--- src/rtl/sequenciador_operandos_ula.sv ---
// Operand/opcode capture sequencer feeding the combinational ULA.
// Collects A, B and the opcode on successive confirm presses, runs the ULA for one cycle and latches its result and flags.
module sequenciador_operandos_ula #(
    parameter int WIDTH    = 8,
    parameter int OP_WIDTH = 3
) (
    input  logic                clk,
    input  logic                reset_n,
    input  logic [WIDTH-1:0]    sw_dado,
    input  logic                btn_confirma,
    input  logic [WIDTH-1:0]    alu_resultado,
    input  logic [3:0]          alu_flags,
    output logic [WIDTH-1:0]    op_a,
    output logic [WIDTH-1:0]    op_b,
    output logic [OP_WIDTH-1:0] opcode,
    output logic                alu_valido,
    output logic [WIDTH-1:0]    resultado_reg,
    output logic [3:0]          flags_reg,
    output logic [2:0]          estado,
    output logic                pronto
);

    typedef enum logic [2:0] {
        CARGA_A  = 3'd0,
        CARGA_B  = 3'd1,
        CARGA_OP = 3'd2,
        EXECUTA  = 3'd3,
        EXIBE    = 3'd4
    } estado_t;

    // State is kept as a plain 3-bit vector so the illegal codes 5-7 are representable.
    logic [2:0]          estado_q, estado_d;
    logic [WIDTH-1:0]    op_a_q, op_a_d;
    logic [WIDTH-1:0]    op_b_q, op_b_d;
    logic [OP_WIDTH-1:0] opcode_q, opcode_d;
    logic [WIDTH-1:0]    resultado_q, resultado_d;
    logic [3:0]          flags_q, flags_d;
    logic                alu_valido_q, alu_valido_d;
    logic                pronto_q, pronto_d;
    logic                s1_q, s2_q, s3_q;
    logic                conf;

    // s1/s2 resynchronise the raw button; s3 remembers the previous level for edge detection.
    assign conf = s2_q & ~s3_q;

    always_comb begin
        estado_d    = estado_q;
        op_a_d      = op_a_q;
        op_b_d      = op_b_q;
        opcode_d    = opcode_q;
        resultado_d = resultado_q;
        flags_d     = flags_q;
        case (estado_q)
            CARGA_A: begin
                if (conf) begin
                    op_a_d   = sw_dado;
                    estado_d = CARGA_B;
                end
            end
            CARGA_B: begin
                if (conf) begin
                    op_b_d   = sw_dado;
                    estado_d = CARGA_OP;
                end
            end
            CARGA_OP: begin
                if (conf) begin
                    opcode_d = sw_dado[OP_WIDTH-1:0];
                    estado_d = EXECUTA;
                end
            end
            // Single-cycle execute: any confirm pulse seen here is deliberately discarded.
            EXECUTA: begin
                resultado_d = alu_resultado;
                flags_d     = alu_flags;
                estado_d    = EXIBE;
            end
            EXIBE: begin
                if (conf) begin
                    estado_d = CARGA_A;
                end
            end
            default: begin
                estado_d = CARGA_A;
            end
        endcase
        alu_valido_d = (estado_d == EXECUTA);
        pronto_d     = (estado_d == EXIBE);
    end

    always_ff @(posedge clk or negedge reset_n) begin
        if (!reset_n) begin
            estado_q     <= CARGA_A;
            op_a_q       <= '0;
            op_b_q       <= '0;
            opcode_q     <= '0;
            resultado_q  <= '0;
            flags_q      <= '0;
            alu_valido_q <= 1'b0;
            pronto_q     <= 1'b0;
            s1_q         <= 1'b0;
            s2_q         <= 1'b0;
            s3_q         <= 1'b0;
        end else begin
            estado_q     <= estado_d;
            op_a_q       <= op_a_d;
            op_b_q       <= op_b_d;
            opcode_q     <= opcode_d;
            resultado_q  <= resultado_d;
            flags_q      <= flags_d;
            alu_valido_q <= alu_valido_d;
            pronto_q     <= pronto_d;
            s1_q         <= btn_confirma;
            s2_q         <= s1_q;
            s3_q         <= s2_q;
        end
    end

    assign op_a          = op_a_q;
    assign op_b          = op_b_q;
    assign opcode        = opcode_q;
    assign alu_valido    = alu_valido_q;
    assign resultado_reg = resultado_q;
    assign flags_reg     = flags_q;
    assign estado        = estado_q;
    assign pronto        = pronto_q;

endmodule

--- config.mk ---
export PLATFORM = sky130hd
export DESIGN_NAME = sequenciador_operandos_ula
export DESIGN_NICKNAME = d
export VERILOG_FILES = /design/src/rtl/sequenciador_operandos_ula.sv
export SDC_FILE = /design/constraint.sdc
export NUM_CORES = 1
export LEC_CHECK = 0
export CAP_MARGIN = 20
export CORE_ASPECT_RATIO = 0.5
export CORE_MARGIN = 2
export CORE_UTILIZATION = 30
export DETAILED_ROUTE_END_ITERATION = 10
export PLACE_DENSITY_LB_ADDON = 0.2
export SYNTH_ARGS = -nofsm -noshare
export SYNTH_HDL_FRONTEND = slang
export SYNTH_SLANG_ARGS = --single-unit
--- constraint.sdc ---
create_clock -name clk -period 1.7 [get_ports clk]
set_input_delay 0.34 -clock clk [delete_from_list [all_inputs] [get_ports clk]]
set_output_delay 0.34 -clock clk [all_outputs]
set_load 0.1 [all_outputs]
==> impl_metrics.json, run 1 <==
{
  "outcome": "finished, final reports clean",
  "synth_commonest_cells": "39 x dfrtp_1, 24 x mux2_2, 8 x mux2_4",
  "finalWeightedCongestion": 0.7144,
  "drv_slew": 0,
  "place_inst": 212,
  "cts_root_buf": "clkbuf_8",
  "path_clk_slew_ns": 0.08,
  "ys.flop_type": "dfrtp_1",
  "synth_fp_nets": 111,
  "clockBufferDepth": 2,
  "core_area_um2": 4552,
  "skew_ns": 0.007756,
  "ys_warn_count": 0,
  "syn_area_um2": 1471,
  "fmax_mhz": 613.1,
  "io_pins": 59,
  "rsz0062_at_grt": "no",
  "synth_area_leader_cell": "dfrtp_1",
  "grt-ovfl-total": 0,
  "synth_top_area_share_pct": 66.33,
  "synth-seq-cells": 39,
  "cts_tree": "yes",
  "die_h_um": 53.52,
  "hold_path.class": "flip-flop to flip-flop",
  "finalHoldViolCount": 0,
  "area_growth_pct": 77.72,
  "hold_start": "s1_q",
  "dr.pass1.iters": 4,
  "fin_crit_ns": 1.631,
  "clkSinkCount": 39,
  "finalCritPeriodShare_pct": 95.94,
  "synth_cell_types": 16,
  "drive_above_1_share_pct": 55.48,
  "cts_buffers": 5,
  "synthArstFlopShare_pct": 100.0,
  "grt_usage_pct": 12.75,
  "start_util_pct": 32.33,
  "via_per_inst": 4.321,
  "yosysMostFrequentCell": "dfrtp_1",
  "grt_pass1_wl_um": 5002,
  "relSlewSlack_pct": 71.78,
  "cap_viol_max_count": 0,
  "synth_area_per_cell_um2": 16.72,
  "r2r_start": "s3_q",
  "setup_viol": 0,
  "vias": 955,
  "nets": 177,
  "clk_latency_ns": 0.29,
  "path_class": "flip-flop to flip-flop",
  "required_ns": 1.88,
  "worstHoldPathCells": 0,
  "ant_nets": 0,
  "portBuffers": 58,
  "antenna_cells": 0,
  "cts_max_level": 2,
  "ff2ff_path_depth": 3,
  "drc": 0,
  "worst_setup_path_start_kind": "flip-flop",
  "syn_inst": 88,
  "synthTopCellsByArea": "dfrtp_1 66%, mux2_2 18%, mux2_4 8.2%",
  "path_max_fanout": 8,
  "synth_edf_count": 0,
  "drtIter0Drc": 28,
  "die_area_um2": 5515,
  "ys_seq_area_share_pct": 66.33,
  "crit_path_end_kind": "flip-flop",
  "grt_antenna_before_repair": 0,
  "grt_pass1_vias": 1051,
  "worstMarginPinSlew_ns": 0.4233,
  "chipWidth_um": 103.0,
  "drt-wirelength-per-cell_um": 14.13,
  "place_hpwl_um": 2347,
  "routed_wl_um": 3122,
  "finalSetupTns_ns": 0,
  "r2r-end": "op_a[2]",
  "r2r_slack_ns": 0.07,
  "row_count": 17,
  "worstPathArrival_ns": 1.81,
  "stdcell_count": 221,
  "grt_max_degree": 24,
  "hold_end": "s2_q"
}
-- cell families after synthesis --
group | Yosys count | share of synthesized area (%)
buffers and inverters | 4 | 1.700
AOI/OAI and AO/OA | 1 | 0.3398
and+or+nand+nor | 12 | 5.103
muxes | 32 | 26.53
DFF | 39 | 66.33
-- placed cells by master (no fill, tap or decap), drive strengths merged --
cell type / instances
nand2: 2
nor2: 2
clkinv: 1
clkinvlp: 2
buf: 40
dlygate4sd3: 1
nand3b: 1
dfrtp: 39
mux2: 32
clkdlybuf4s50: 21
inv: 1
or3: 2
clkbuf: 5
o21ai: 1
or4: 1
nand2b: 3
nand3: 1
-- critical path, stage by stage, from the launching register on --
cell      delay (ns)
dfrtp_1         0.38
nand2b_4        0.16
or4_4           0.64
mux2_4          0.33
-- how the worst max path moves through the flow --
stage                     startpoint       to  cells past startpoint
after floorplan            estado[1]  op_a[0]                      3
after global placement          s3_q  op_a[1]                      3
after detailed placement        s3_q  op_a[5]                      3
after CTS                       s3_q  op_a[2]                      3
after global routing            s3_q  op_a[1]                      3
final                           s3_q  op_a[2]                      3
-- final cells by class --
cell class / count / area (µm²)
fill: 397 / 1937
clock inverter: 3 / 20.02
clock buffer: 5 / 68.82
sequential: 39 / 984.7
multi-input combinational: 45 / 474.2
inverter: 1 / 3.754
tap: 66 / 82.58
timing repair buffer: 62 / 980.9
-- layer usage --
layer,track usage (%),vias up,share of wire [%]
met5,0,-,0
met4,5.921,0,1.3
met3,5.945,4,8.0
met2,20.67,36,49
met1,14.62,480,41
li1,-,435,-
-- metrics by stage --
stage               setup slack, ns  utilization (%)  hold WS, ns  cell area, µm²
floorplan                  -0.02830                -      0.04441            1484
global placement             0.1260            55.28       0.2983            2516
detailed placement          0.08119            55.28       0.3063            2516
CTS                         0.06873            57.45       0.3661            2615
global route                0.02871            57.45       0.3656            2615
finish                      0.06903            57.45       0.3611            2615
-- what timing repair did --
item / CTS / global route
resized for setup: 0 / 0
endpoints found under the hold margin: 16 / 0
hold buffers: 1 / 0
buffers inserted: 0 / 0
Power of run 1 is left out: the tool's default activity adds up to more than one toggle a clock period on the data nets, which glitch-free logic cannot reach.
==> run 2, diff against run 1 <==
==> constraint.sdc (replaced) <==
create_clock -name clk -period 1.6 [get_ports clk]
set_input_delay 0.32 -clock clk [delete_from_list [all_inputs] [get_ports clk]]
set_output_delay 0.32 -clock clk [all_outputs]
set_load 0.1 [all_outputs]
==> impl_metrics.json, run 2 (same netlist as run 1, synthesis figures left out) <==
{
  "fin_crit_ns": 1.586,
  "drive_above_1_share_pct": 56.13,
  "dr.pass1.iters": 4,
  "relSlewSlack_pct": 66.70,
  "area_growth_pct": 81.63,
  "drt-wirelength-per-cell_um": 13.21,
  "portBuffers": 58,
  "ff2ff_path_depth": 2,
  "setup_viol": 0,
  "grt-ovfl-total": 0,
  "hold_path.class": "input port to async pin",
  "cts_tree": "yes",
  "crit_chain": "or4_4, mux2_4",
  "violations": "negative hold slack",
  "finalHoldViolCount": 11,
  "grt_pass1_vias": 1027,
  "drv_slew": 0,
  "clk_latency_ns": 0.28,
  "rsz0062_at_grt": "yes",
  "drtIter0Drc": 36,
  "finalSetupTns_ns": 0,
  "crit_path_end_kind": "flip-flop",
  "grt_pass1_wl_um": 4823,
  "cts_buffers": 5,
  "worstPathArrival_ns": 1.75,
  "grt_antenna_before_repair": 0,
  "vias": 957,
  "row_count": 17,
  "slowest_stage": "or4_4",
  "required_ns": 1.77,
  "fmax_mhz": 630.7,
  "slowest_delay_ns": 0.66,
  "via_per_inst": 4.330,
  "routed_wl_um": 2919,
  "grt_max_degree": 22,
  "ctsHoldBuffers": 0,
  "critical_path_buf_inv_count": 0,
  "path_clk_slew_ns": 0.08,
  "cts_max_level": 2,
  "clkSinkCount": 39,
  "mostFrequentLayoutCells": "38 x buf_12, 36 x dfrtp_1, 24 x mux2_2, 21 x clkdlybuf4s50_1, 8 x mux2_4",
  "core_area_um2": 4552,
  "nets": 177,
  "skew_ns": 0.007526,
  "path_max_fanout": 8,
  "drc": 0,
  "clockBufferDepth": 2,
  "critical-path-top-delay-family": "simple AND/OR/NAND/NOR gates",
  "grt_usage_pct": 11.88,
  "final_common_cell": "buf_12",
  "final_util_pct": 58.71,
  "crit_cells": 2,
  "finalCritPeriodShare_pct": 99.10,
  "antenna_cells": 0,
  "ant_nets": 0,
  "io_pins": 59,
  "finalWeightedCongestion": 0.7453,
  "cap_viol_max_count": 0,
  "holdWs_ns": -0.005994,
  "nFillCells": 373,
  "worst_setup_path_start_kind": "flip-flop",
  "chipWidth_um": 103.0,
  "place_hpwl_um": 2205,
  "worstMarginPinSlew_ns": 0.4995,
  "die_h_um": 53.52,
  "cts_root_buf": "clkbuf_8",
  "path_class": "flip-flop to flip-flop",
  "outcome": "finished with violations",
  "die_area_um2": 5515,
  "cts_setup_buffers": 0,
  "start_util_pct": 32.33
}
## run 2: worst paths after layout
path | slack [ns] | endpoint | from
min in group clk | 0.35 | s2_q | s1_q
worst max-delay path | 0.01 | op_a[1] | estado[1]
worst max register to register | 0.01 | op_a[1] | estado[1]
worst min register to register | 0.35 | s2_q | s1_q
max in group asynchronous | 1.13 | op_b[0] | reset_n
worst min-delay path | -0.006 | op_b[7] | reset_n
## run 2: worst register-to-register path, delay by kind of cell, from the launching register on
kind	cells	cell delay [ns]
mux	1	0.33
flops	1	0.48
simple gates	1	0.66
## run 2: layer usage
layer  global-route usage (%)  vias to the layer above  wire [µm]
met5                        0                        -          0
met4                    3.947                        0          0
met3                    5.020                        0        212
met2                    20.24                       35       1482
met1                    13.78                      484       1224
li1                         -                      438          -
## run 2: cell type report
class	count	area [µm²]	area share, %
sequential	39	984.7	36.84
multi-input combinational	45	474.2	17.74
timing repair buffer	62	991.0	37.08
clock buffer	5	68.82	2.575
tap	66	82.58	3.090
inverter	1	3.754	0.1404
clock inverter	3	67.56	2.528
## run 2: timing repair
item                                    CTS  global route
endpoints found under the setup margin    8            13
pin swaps                                 1             0
gates resized for setup                   0             0
## run 2: metrics by stage
stage | area (µm²) | setup slack, ns | instances
floorplan | 1484 | -0.1283 | 88
global placement | 2536 | 0.008181 | 213
detailed placement | 2536 | 0.006462 | 213
CTS | 2673 | 0.008476 | 221
global route | 2673 | -0.02158 | 221
finish | 2673 | 0.01442 | 221
Power of run 2 is left out for the same reason.
==> run 3, diff against run 2 <==
--- a/config.mk
+++ b/config.mk
@@ -10,7 +10,6 @@
 export CORE_MARGIN = 2
 export CORE_UTILIZATION = 30
 export DETAILED_ROUTE_END_ITERATION = 10
-export PLACE_DENSITY_LB_ADDON = 0.2
 export SYNTH_ARGS = -nofsm -noshare
 export SYNTH_HDL_FRONTEND = slang
 export SYNTH_SLANG_ARGS = --single-unit
==> impl_metrics.json, run 3 (same netlist as run 1, synthesis figures left out) <==
{
  "outcome": "finished, final reports clean",
  "finalHoldViolCount": 0,
  "mostFrequentLayoutCells": "37 x buf_12, 36 x dfrtp_1, 24 x mux2_2, 21 x clkdlybuf4s50_1, 8 x mux2_4",
  "chipWidth_um": 103.0,
  "die_area_um2": 5515,
  "ctsHoldBuffers": 0,
  "skew_ns": 0.003824,
  "critical_path_buf_inv_count": 0,
  "grt_antenna_before_repair": 0,
  "grt_usage_pct": 12.75,
  "finalWeightedCongestion": 0.6886,
  "clk_latency_ns": 0.29,
  "finalCritPeriodShare_pct": 99.51,
  "grt_max_degree": 28,
  "path_clk_slew_ns": 0.07,
  "r2r_slack_ns": 0.008,
  "routed_wl_um": 3158,
  "cts_buffers": 5,
  "drc": 0,
  "grt_pass1_vias": 997,
  "drtIter0Drc": 23,
  "clkSinkCount": 39,
  "grt-ovfl-total": 0,
  "core_area_um2": 4552,
  "worstMarginPinSlew_ns": 0.5972,
  "drt-wirelength-per-cell_um": 14.23,
  "path_max_fanout": 8,
  "slowest_stage": "or4_4",
  "relSlewSlack_pct": 60.19,
  "cts_max_level": 2,
  "holdWs_ns": 0.03213,
  "rsz0062_at_grt": "yes",
  "hold_path.class": "input port to async pin",
  "worst_setup_path_start_kind": "flip-flop",
  "start_util_pct": 32.33,
  "via_per_inst": 4.270,
  "r2r_start": "estado[2]",
  "cts_setup_buffers": 0,
  "die_h_um": 53.52,
  "fmax_mhz": 628.1,
  "final_common_cell": "buf_12",
  "drive_above_1_share_pct": 55.77,
  "drv_slew": 0,
  "ant_nets": 0,
  "worstPathArrival_ns": 1.76,
  "cts_root_buf": "clkbuf_8",
  "slowest_delay_ns": 0.65,
  "crit_chain": "or4_4, mux2_4",
  "cap_viol_max_count": 0,
  "fin_crit_ns": 1.592,
  "clockBufferDepth": 2,
  "dr.pass1.iters": 3,
  "antenna_cells": 0,
  "cts_tree": "yes",
  "portBuffers": 58,
  "crit_path_end_kind": "flip-flop",
  "path_class": "flip-flop to flip-flop",
  "required_ns": 1.77,
  "nets": 179,
  "vias": 948,
  "io_pins": 59,
  "critical-path-top-delay-family": "simple AND/OR/NAND/NOR gates",
  "area_growth_pct": 78.06,
  "setup_viol": 0,
  "row_count": 17,
  "r2r-end": "op_a[7]",
  "grt_pass1_wl_um": 5099,
  "place_hpwl_um": 2406,
  "ff2ff_path_depth": 2
}
==> run 3: worst max-delay path by stage <==
stage,start,cells after the start,end
5_1_grt,estado[2],2,op_a[7]
4_1_cts,estado[2],2,op_a[2]
3_5_place_dp,s3_q,3,op_a[2]
3_3_place_gp,s3_q,3,op_a[4]
6_report,estado[2],2,op_a[7]
2_1_floorplan,estado[1],3,op_a[0]
==> run 3: final cells by class <==
class	count	area, µm²
fill	376	1932
tap	66	82.58
timing repair buffer	64	993.5
clock buffer	7	76.32
inverter	1	3.754
multi-input combinational	45	479.2
sequential	39	984.7
==> run 3: per-stage QoR <==
| step | util (%) | instances | setup slack (ns) | setup TNS [ns] | area [µm²] |
|---|---|---|---|---|---|
| 6_report | 57.56 | 222 | 0.007791 | 0 | 2620 |
| 5_1_grt | 57.56 | 222 | -0.02012 | -0.09767 | 2620 |
| 4_1_cts | 57.56 | 222 | -0.006144 | -0.009245 | 2620 |
| 3_5_place_dp | 55.77 | 215 | -0.01597 | -0.1021 | 2539 |
| 3_3_place_gp | 55.77 | 215 | 0.02160 | 0 | 2539 |
| 2_1_floorplan | - | 88 | -0.1283 | -1.919 | 1484 |
==> run 3: worst register-to-register path, delay by kind of cell (launching register included) <==
kind             cells  cell delay, ns
DFF                  1            0.49
muxes                1            0.33
and+or+nand+nor      1            0.65
==> run 3: routing by layer <==
layer,up-vias,global-route usage (%),wire length (µm)
met5,-,0,0
li1,437,-,-
met4,0,6.579,27
met2,23,20.35,1641
met3,4,3.963,123
met1,484,15.86,1366
==> run 3: repair_timing <==
action                                  CTS  global route
gates resized for setup                   1             0
cloned                                    0             0
endpoints found under the setup margin   16             8
pin swaps                                 1             0
Power of run 3 is left out for the same reason.
